## config.mk

```make
export PLATFORM = sky130hd
export DESIGN_NAME = lsu_mem_ctrl_flat
export DESIGN_NICKNAME = d
export VERILOG_FILES = /design/src/rtl/lsu_mem_ctrl_if.sv /design/src/rtl/lsu_mem_ctrl.sv /design/src/flat_wrapper.sv
export SDC_FILE = /design/constraint.sdc
export NUM_CORES = 1
export LEC_CHECK = 0
export BUFFER_PORTS_ARGS = -buffer_cell sky130_fd_sc_hd__buf_4
export CORE_MARGIN = 4
export CORE_UTILIZATION = 30
export CTS_BUF_LIST = sky130_fd_sc_hd__clkbuf_4 sky130_fd_sc_hd__clkbuf_8
export DETAILED_ROUTE_END_ITERATION = 7
export RECOVER_POWER = 50
export SLEW_MARGIN = 20
export SYNTH_ARGS = -nofsm -noshare
export SYNTH_HDL_FRONTEND = slang
export SYNTH_SLANG_ARGS = --single-unit
```

## constraint.sdc

```tcl
create_clock -name clk -period 3.2 [get_ports clk]
set_clock_uncertainty 0.15 [all_clocks]
set_input_delay 0.16 -clock clk [delete_from_list [all_inputs] [get_ports clk]]
set_output_delay 0.16 -clock clk [all_outputs]
set_load 0.02 [all_outputs]
```

## src/rtl/lsu_mem_ctrl_if.sv

```systemverilog
// rtl/lsu_mem_ctrl_if.sv - request/response and word-memory bus bundle for lsu_mem_ctrl
interface lsu_mem_ctrl_if #(
    parameter int AW = 8
);
    logic          req_valid;
    logic          req_ready;
    logic          req_we;
    logic [2:0]    req_funct3;
    logic [31:0]   req_addr;
    logic [31:0]   req_wdata;
    logic          resp_valid;
    logic          resp_ready;
    logic [31:0]   resp_rdata;
    logic          resp_err;
    logic          mem_wr_en;
    logic [AW-1:0] mem_addr;
    logic [31:0]   mem_wr_data;
    logic [31:0]   mem_rd_data;

    modport master (
        output req_valid, req_we, req_funct3, req_addr, req_wdata, resp_ready, mem_rd_data,
        input  req_ready, resp_valid, resp_rdata, resp_err, mem_wr_en, mem_addr, mem_wr_data
    );

    modport slave (
        input  req_valid, req_we, req_funct3, req_addr, req_wdata, resp_ready, mem_rd_data,
        output req_ready, resp_valid, resp_rdata, resp_err, mem_wr_en, mem_addr, mem_wr_data
    );
endinterface

```

## src/rtl/lsu_mem_ctrl.sv

```systemverilog
// rtl/lsu_mem_ctrl.sv - RV32I load/store unit over a 32-bit word memory (optional LSU_BOUNDS_CHECK_EN)
module lsu_mem_ctrl #(
    parameter int DEPTH = 256,
    parameter int AW    = $clog2(DEPTH)
) (
    input  logic          clk,
    input  logic          rst,
    lsu_mem_ctrl_if.slave bus
);
    localparam logic [1:0] IDLE   = 2'd0;
    localparam logic [1:0] ACCESS = 2'd1;
    localparam logic [1:0] RESP   = 2'd2;

    logic [1:0]    state_q, state_d;
    logic          we_q, we_d;
    logic [2:0]    funct3_q, funct3_d;
    logic [AW+1:0] addr_q, addr_d;
    logic [31:0]   wdata_q, wdata_d;
    logic [31:0]   rdata_q, rdata_d;
    logic          err_q, err_d;
    logic          oob_q, oob_d;

    logic          illegal, misaligned, fault;
    logic [7:0]    byte_sel;
    logic [15:0]   half_sel;
    logic [31:0]   load_val;
    logic [31:0]   merge_data;

`ifdef LSU_BOUNDS_CHECK_EN
    assign oob_d = (state_q == IDLE) ? (|bus.req_addr[31:AW+2]) : oob_q;
`else
    assign oob_d = 1'b0;
`endif

    always_comb begin
        illegal    = bus.req_we ? 1'b0 : 1'b0;
        illegal    = we_q ? (funct3_q >= 3'd3)
                          : (funct3_q == 3'd3 || funct3_q == 3'd6 || funct3_q == 3'd7);
        misaligned = (funct3_q[1:0] == 2'b01 && addr_q[0])
                  || (funct3_q[1:0] == 2'b10 && addr_q[1:0] != 2'b00);
    end
    assign fault = illegal || misaligned || oob_q;

    always_comb begin
        byte_sel = bus.mem_rd_data[{addr_q[1:0], 3'b000} +: 8];
        half_sel = addr_q[1] ? bus.mem_rd_data[31:16] : bus.mem_rd_data[15:0];
        load_val = 32'd0;
        case (funct3_q)
            3'd0:    load_val = {{24{byte_sel[7]}}, byte_sel};
            3'd1:    load_val = {{16{half_sel[15]}}, half_sel};
            3'd2:    load_val = bus.mem_rd_data;
            3'd4:    load_val = {24'd0, byte_sel};
            3'd5:    load_val = {16'd0, half_sel};
            default: load_val = 32'd0;
        endcase
    end

    // Sub-word stores merge into the word read back in the same ACCESS cycle.
    always_comb begin
        merge_data = bus.mem_rd_data;
        case (funct3_q[1:0])
            2'b00:   merge_data[{addr_q[1:0], 3'b000} +: 8] = wdata_q[7:0];
            2'b01:   merge_data[{addr_q[1], 4'b0000} +: 16] = wdata_q[15:0];
            default: merge_data = wdata_q;
        endcase
    end

    assign bus.mem_addr    = addr_q[AW+1:2];
    assign bus.mem_wr_data = merge_data;
    assign bus.mem_wr_en   = (state_q == ACCESS) && we_q && !fault && !rst;
    assign bus.req_ready   = (state_q == IDLE);
    assign bus.resp_valid  = (state_q == RESP);
    assign bus.resp_rdata  = rdata_q;
    assign bus.resp_err    = err_q;

    always_comb begin
        state_d  = state_q;
        we_d     = we_q;
        funct3_d = funct3_q;
        addr_d   = addr_q;
        wdata_d  = wdata_q;
        rdata_d  = rdata_q;
        err_d    = err_q;
        case (state_q)
            IDLE: begin
                if (bus.req_valid) begin
                    we_d     = bus.req_we;
                    funct3_d = bus.req_funct3;
                    addr_d   = bus.req_addr[AW+1:0];
                    wdata_d  = bus.req_wdata;
                    state_d  = ACCESS;
                end
            end
            ACCESS: begin
                rdata_d = (fault || we_q) ? 32'd0 : load_val;
                err_d   = fault;
                state_d = RESP;
            end
            RESP: begin
                if (bus.resp_ready) state_d = IDLE;
            end
            default: state_d = IDLE;
        endcase
    end

    always_ff @(posedge clk) begin
        if (rst) begin
            state_q  <= IDLE;
            we_q     <= 1'b0;
            funct3_q <= 3'd0;
            addr_q   <= '0;
            wdata_q  <= 32'd0;
            rdata_q  <= 32'd0;
            err_q    <= 1'b0;
            oob_q    <= 1'b0;
        end else begin
            state_q  <= state_d;
            we_q     <= we_d;
            funct3_q <= funct3_d;
            addr_q   <= addr_d;
            wdata_q  <= wdata_d;
            rdata_q  <= rdata_d;
            err_q    <= err_d;
            oob_q    <= oob_d;
        end
    end
endmodule

```

## src/flat_wrapper.sv

```systemverilog
// flat-port wrapper written by rule: the top's interface ports become plain ports
module lsu_mem_ctrl_flat 
#(
    parameter int DEPTH = 256,
    parameter int AW    = $clog2(DEPTH)
)
  (clk, rst, bus_req_valid, bus_req_we, bus_req_funct3, bus_req_addr, bus_req_wdata, bus_resp_ready, bus_mem_rd_data, bus_req_ready, bus_resp_valid, bus_resp_rdata, bus_resp_err, bus_mem_wr_en, bus_mem_addr, bus_mem_wr_data);
  lsu_mem_ctrl_if #(.AW(AW)) bus_i ();
  input  logic clk;
  input  logic rst;
  input wire logic [$bits(bus_i.req_valid)-1:0] bus_req_valid;
  input wire logic [$bits(bus_i.req_we)-1:0] bus_req_we;
  input wire logic [$bits(bus_i.req_funct3)-1:0] bus_req_funct3;
  input wire logic [$bits(bus_i.req_addr)-1:0] bus_req_addr;
  input wire logic [$bits(bus_i.req_wdata)-1:0] bus_req_wdata;
  input wire logic [$bits(bus_i.resp_ready)-1:0] bus_resp_ready;
  input wire logic [$bits(bus_i.mem_rd_data)-1:0] bus_mem_rd_data;
  output wire logic [$bits(bus_i.req_ready)-1:0] bus_req_ready;
  output wire logic [$bits(bus_i.resp_valid)-1:0] bus_resp_valid;
  output wire logic [$bits(bus_i.resp_rdata)-1:0] bus_resp_rdata;
  output wire logic [$bits(bus_i.resp_err)-1:0] bus_resp_err;
  output wire logic [$bits(bus_i.mem_wr_en)-1:0] bus_mem_wr_en;
  output wire logic [$bits(bus_i.mem_addr)-1:0] bus_mem_addr;
  output wire logic [$bits(bus_i.mem_wr_data)-1:0] bus_mem_wr_data;
  assign bus_i.req_valid = bus_req_valid;
  assign bus_i.req_we = bus_req_we;
  assign bus_i.req_funct3 = bus_req_funct3;
  assign bus_i.req_addr = bus_req_addr;
  assign bus_i.req_wdata = bus_req_wdata;
  assign bus_i.resp_ready = bus_resp_ready;
  assign bus_i.mem_rd_data = bus_mem_rd_data;
  assign bus_req_ready = bus_i.req_ready;
  assign bus_resp_valid = bus_i.resp_valid;
  assign bus_resp_rdata = bus_i.resp_rdata;
  assign bus_resp_err = bus_i.resp_err;
  assign bus_mem_wr_en = bus_i.mem_wr_en;
  assign bus_mem_addr = bus_i.mem_addr;
  assign bus_mem_wr_data = bus_i.mem_wr_data;
  lsu_mem_ctrl #(.DEPTH(DEPTH), .AW(AW)) u_core (.clk(clk), .rst(rst), .bus(bus_i));
endmodule
```

==> Implementation_results.wiki <==
{| class="wikitable"
! Metric !! Value
|-
| Mean Syn Cell Area || approximately 8.2 um^2
|-
| Routed Wire Length || 17.6 mm
|-
| Hold EP || u_core.bus.resp_rdata[11]
|-
| Final Critical Period || 3.01 ns
|-
| Share of synthesized flip-flops with an asynchronous set or reset || 0%
|-
| Number of enable-type register cells in the synthesized netlist || 0
|-
| Signed area change from the synthesized netlist to the final layout || 45.8%
|-
| X dimension of the die || about 130 um
|-
| Worst hold-check slack || 0.0742 ns
|-
| Count of fill cells added during filler insertion || approximately 1500
|-
| Startpoint of the lowest-slack hold path || bus_mem_rd_data[11]
|-
| Post-Syn Instances || ~540
|-
| Post-CTS Setup Repair Bufs || 0
|-
| Top cells by instance count after synthesis || nand2_1, dfxtp_1, a21oi_1
|-
| Status || finished, final reports clean
|-
| Die height || around 130 um
|-
| Part of the power in the clock network || roughly 31%
|-
| Number of iterations in the first detailed-routing pass || 5
|-
| Synthesized-area fraction occupied by adder cells || 1.41%
|-
| Post-synthesis share of cell area spent on and, or, nand and nor gates || slightly above 20%
|-
| Largest buffer count on any clock path || 2
|-
| Number of nets at the end of the flow || 853
|-
| Layout Utilization || between 40% and 50%
|-
| DR iter-0 viols || 349
|-
| Maximum number of pins on one net before global-route repair || 53
|-
| Global routing usage summed across all routing layers || approximately a fifth
|-
| CTS H-tree lvls || 3
|-
| Detail-routed net length per standard cell || around 19 um
|-
| Number of hold violations in the final report || 0
|-
| Dominant cells by area after synthesis || dfxtp_1, nand2_1, a221o_1, a21oi_1, a22o_1
|-
| Xor/xnor share of the synthesized area || 0%
|-
| Flip-flop cell with the highest count after synthesis || dfxtp_1
|-
| Synthesized-area fraction occupied by ao, oa, aoi and oai cells || 29.6%
|-
| Area share of the largest cell type after synthesis || 36.4%
|-
| Clock edge transition at the registers on the reported setup and hold paths || 0.09 ns
|-
| Ratio of routed vias to standard cells || 5.29
|-
| Master cell of the clock root buffer || clkbuf_8
|-
| Placement row count || 44
|-
| Number of sinks on the clock net || 81
|-
| Max Cap Violations || 0
|-
| Final setup violation count || 0
|-
| Top-Level Pins || 180
|-
| Critical setup path kind || reg -> out
|-
| Port Buffer Count || 157
|-
| Dominant combinational cell family by area after synthesis || compound AO/OA/AOI/OAI gates
|-
| Worst setup slack after placement || roughly 0.63 ns
|-
| Cell Area, Synth || 4450 um^2
|-
| Starting Density || 30.6%
|-
| Net switching power figure || 939 uW
|-
| R2R Path Start || u_core.addr_q[1]
|-
| Min-delay worst type || in -> reg
|-
| Fmax || 333 MHz
|-
| Detailed-route DRC error count || 0
|-
| Final WS setup || 0.194 ns
|-
| Capture instance of the worst register-to-register path || u_core.bus.resp_rdata[21]
|-
| Total negative slack || 0 ns
|-
| Post-synthesis net count || 653
|-
| YS warnings || 0
|-
| Worst setup path start || u_core.addr_q[1]
|-
| Routability Congestion || 0.838
|-
| Combinational fraction of design power || between 20% and 30%
|-
| Via count of the first global-routing pass || 4849
|-
| Worst-Margin Slew || ~1 ns
|-
| Maximum VDD drop || about 230 uV
|-
| TritonCTS clock tree || done
|-
| Proportion of synthesized chip area in sequential cells || 36.4%
|-
| Area after detailed placement || about 5700 um^2
|-
| Initial antenna violation count || 0
|-
| Final Instance Area || 6490 um^2
|-
| Internal power || 1920 uW
|-
| Antenna Diode Count || 0
|-
| P_leak || 0.00264 uW
|-
| Final clock period utilization by the worst path || 93.9%
|-
| Mux cell area share after synthesis || 5.59%
|-
| First-pass GRT wire length || between 20 and 30 mm
|-
| Setup slack on the worst flop-to-flop path || 0.63 ns
|-
| Arr. time, crit path || ~2.7 ns
|-
| Critical-path maximum fanout || 14
|-
| Final count of pins violating max slew || 0
|-
| Switching part of the total power || 32.8%
|-
| Cell with the most instances after synthesis || nand2_1
|-
| Cell accounting for the most synthesized area || dfxtp_1
|-
| Clk_lat worst skew || 0.37 ns
|-
| Synth Register Bits || 81
|-
| Remaining antenna violation count after routing || 0
|-
| Power density cells || 441 nW/um^2
|-
| Total via count in the routed design || 4933
|-
| Max-Slew Margin vs Limit || a little over a third
|-
| Setup repair after global routing missed its margin || false
|-
| Die area || 16800 um^2
|-
| Cell depth of the worst min-delay path || 3
|-
| Layout cells sized above 1 || 20.7%
|-
| Remaining Overflow, GRT || 0
|-
| Share of total power in sequential cells || 39.6%
|-
| Count of unique library cells instantiated by Yosys || 44
|-
| Worst Setup End Kind || output pin
|-
| Reg2Reg Depth || 6
|-
| Core outline area || 14500 um^2
|-
| Clock buffer count from CTS || 9
|-
| Data required time of the critical path || 2.89 ns
|-
| Post-detail-place hpwl || 12.5 mm
|-
| Startpoint Class || flip-flop
|}
## layout make-up
class | count | area [um^2] | share of cell area (%)
Clock buffer | 11 | 145 | 2.24
Clock inverter | 5 | 78.8 | 1.21
Inverter | 7 | 26.3 | 0.405
Multi-Input combinational cell | 402 | 2530 | 39.0
Sequential cell | 81 | 1620 | 25.0
Tap cell | 184 | 230 | 3.55
Timing Repair Buffer | 243 | 1850 | 28.6
## how the worst max path moves through the flow
stage	end	slack, ns
floorplan	bus_mem_wr_data[24]	0.87
global placement	bus_mem_wr_data[27]	0.63
global route	bus_mem_wr_data[29]	0.04
CTS	bus_mem_wr_data[29]	0.20
finish	bus_mem_wr_data[27]	0.19
detailed placement	bus_mem_wr_data[29]	0.63
## routing by layer
| metal | wire length (um) | part of all wire [%] | track usage [%] | up-vias |
|---|---|---|---|---|
| met5 | 0 | 0 | 0 | - |
| met4 | 349 | 2.0 | 6.05 | 0 |
| met3 | 1370 | 7.8 | 5.53 | 20 |
| met2 | 8140 | 46 | 33.3 | 190 |
| met1 | 7770 | 44 | 26.7 | 2348 |
| li1 | - | - | - | 2375 |
## cells by family after synthesis
family / count (synthesis)
AOI/OAI and AO/OA: 185
adders and majority gates: 5
and+or+nand+nor: 190
DFF: 81
buffers and inverters: 61
muxes: 22
## metrics by stage
stage	total power (uW)	cells
finish	2860	933
CTS	2900	933
global placement	1940	840
global route	3010	933
floorplan	1620	544
detailed placement	1960	840
## layout by cell type, fill, tap and decap left out, drive strengths merged, types with 3 or more instances in the layout
cell / n
a221o: 41
mux2: 3
buf: 122
a22oi: 6
clkbuf: 55
nor4: 3
clkinv: 5
nor2: 20
dfxtp: 81
mux2i: 17
a221oi: 9
a22o: 31
dlygate4sd3: 77
nand2b: 8
nor3b: 5
nor2b: 12
a21oi: 78
inv: 5
nand2: 125
nand3: 7
ha: 5
o21ai: 15
## critical path, cell delays in order, from the launching register on
cell and delay [ns]:
dfxtp_1 0.32, inv_1 0.36, ha_1 0.39, nor4_2 0.68, a221o_1 0.26, a22o_1 0.16
buf_4 0.16
## power by group through the flow
stage | sequential [uW] | clock (uW) | combinational (uW)
final | 1130 | 878 | 851
after floorplan | 1160 | 0 | 458
after global placement | 1150 | 0 | 789
after detailed placement | 1160 | 0 | 798
after CTS | 1130 | 891 | 877
after global routing | 1140 | 944 | 920
## sequential cells by signal, indices dropped and copies added, names as in the netlist
register,cells
u_core.bus.resp_rdata,32
u_core.wdata_q,32
u_core.addr_q,10
u_core.funct3_q,3
u_core.state_q,2
u_core.bus.resp_err,1
u_core.we_q,1
## repair_timing
item / 4_1_cts / 5_1_grt
gates resized for setup: 0 / 0
hold endpoints to repair: 77 / 0
hold buffers: 77 / 0
(Power assumes the default switching activity.)
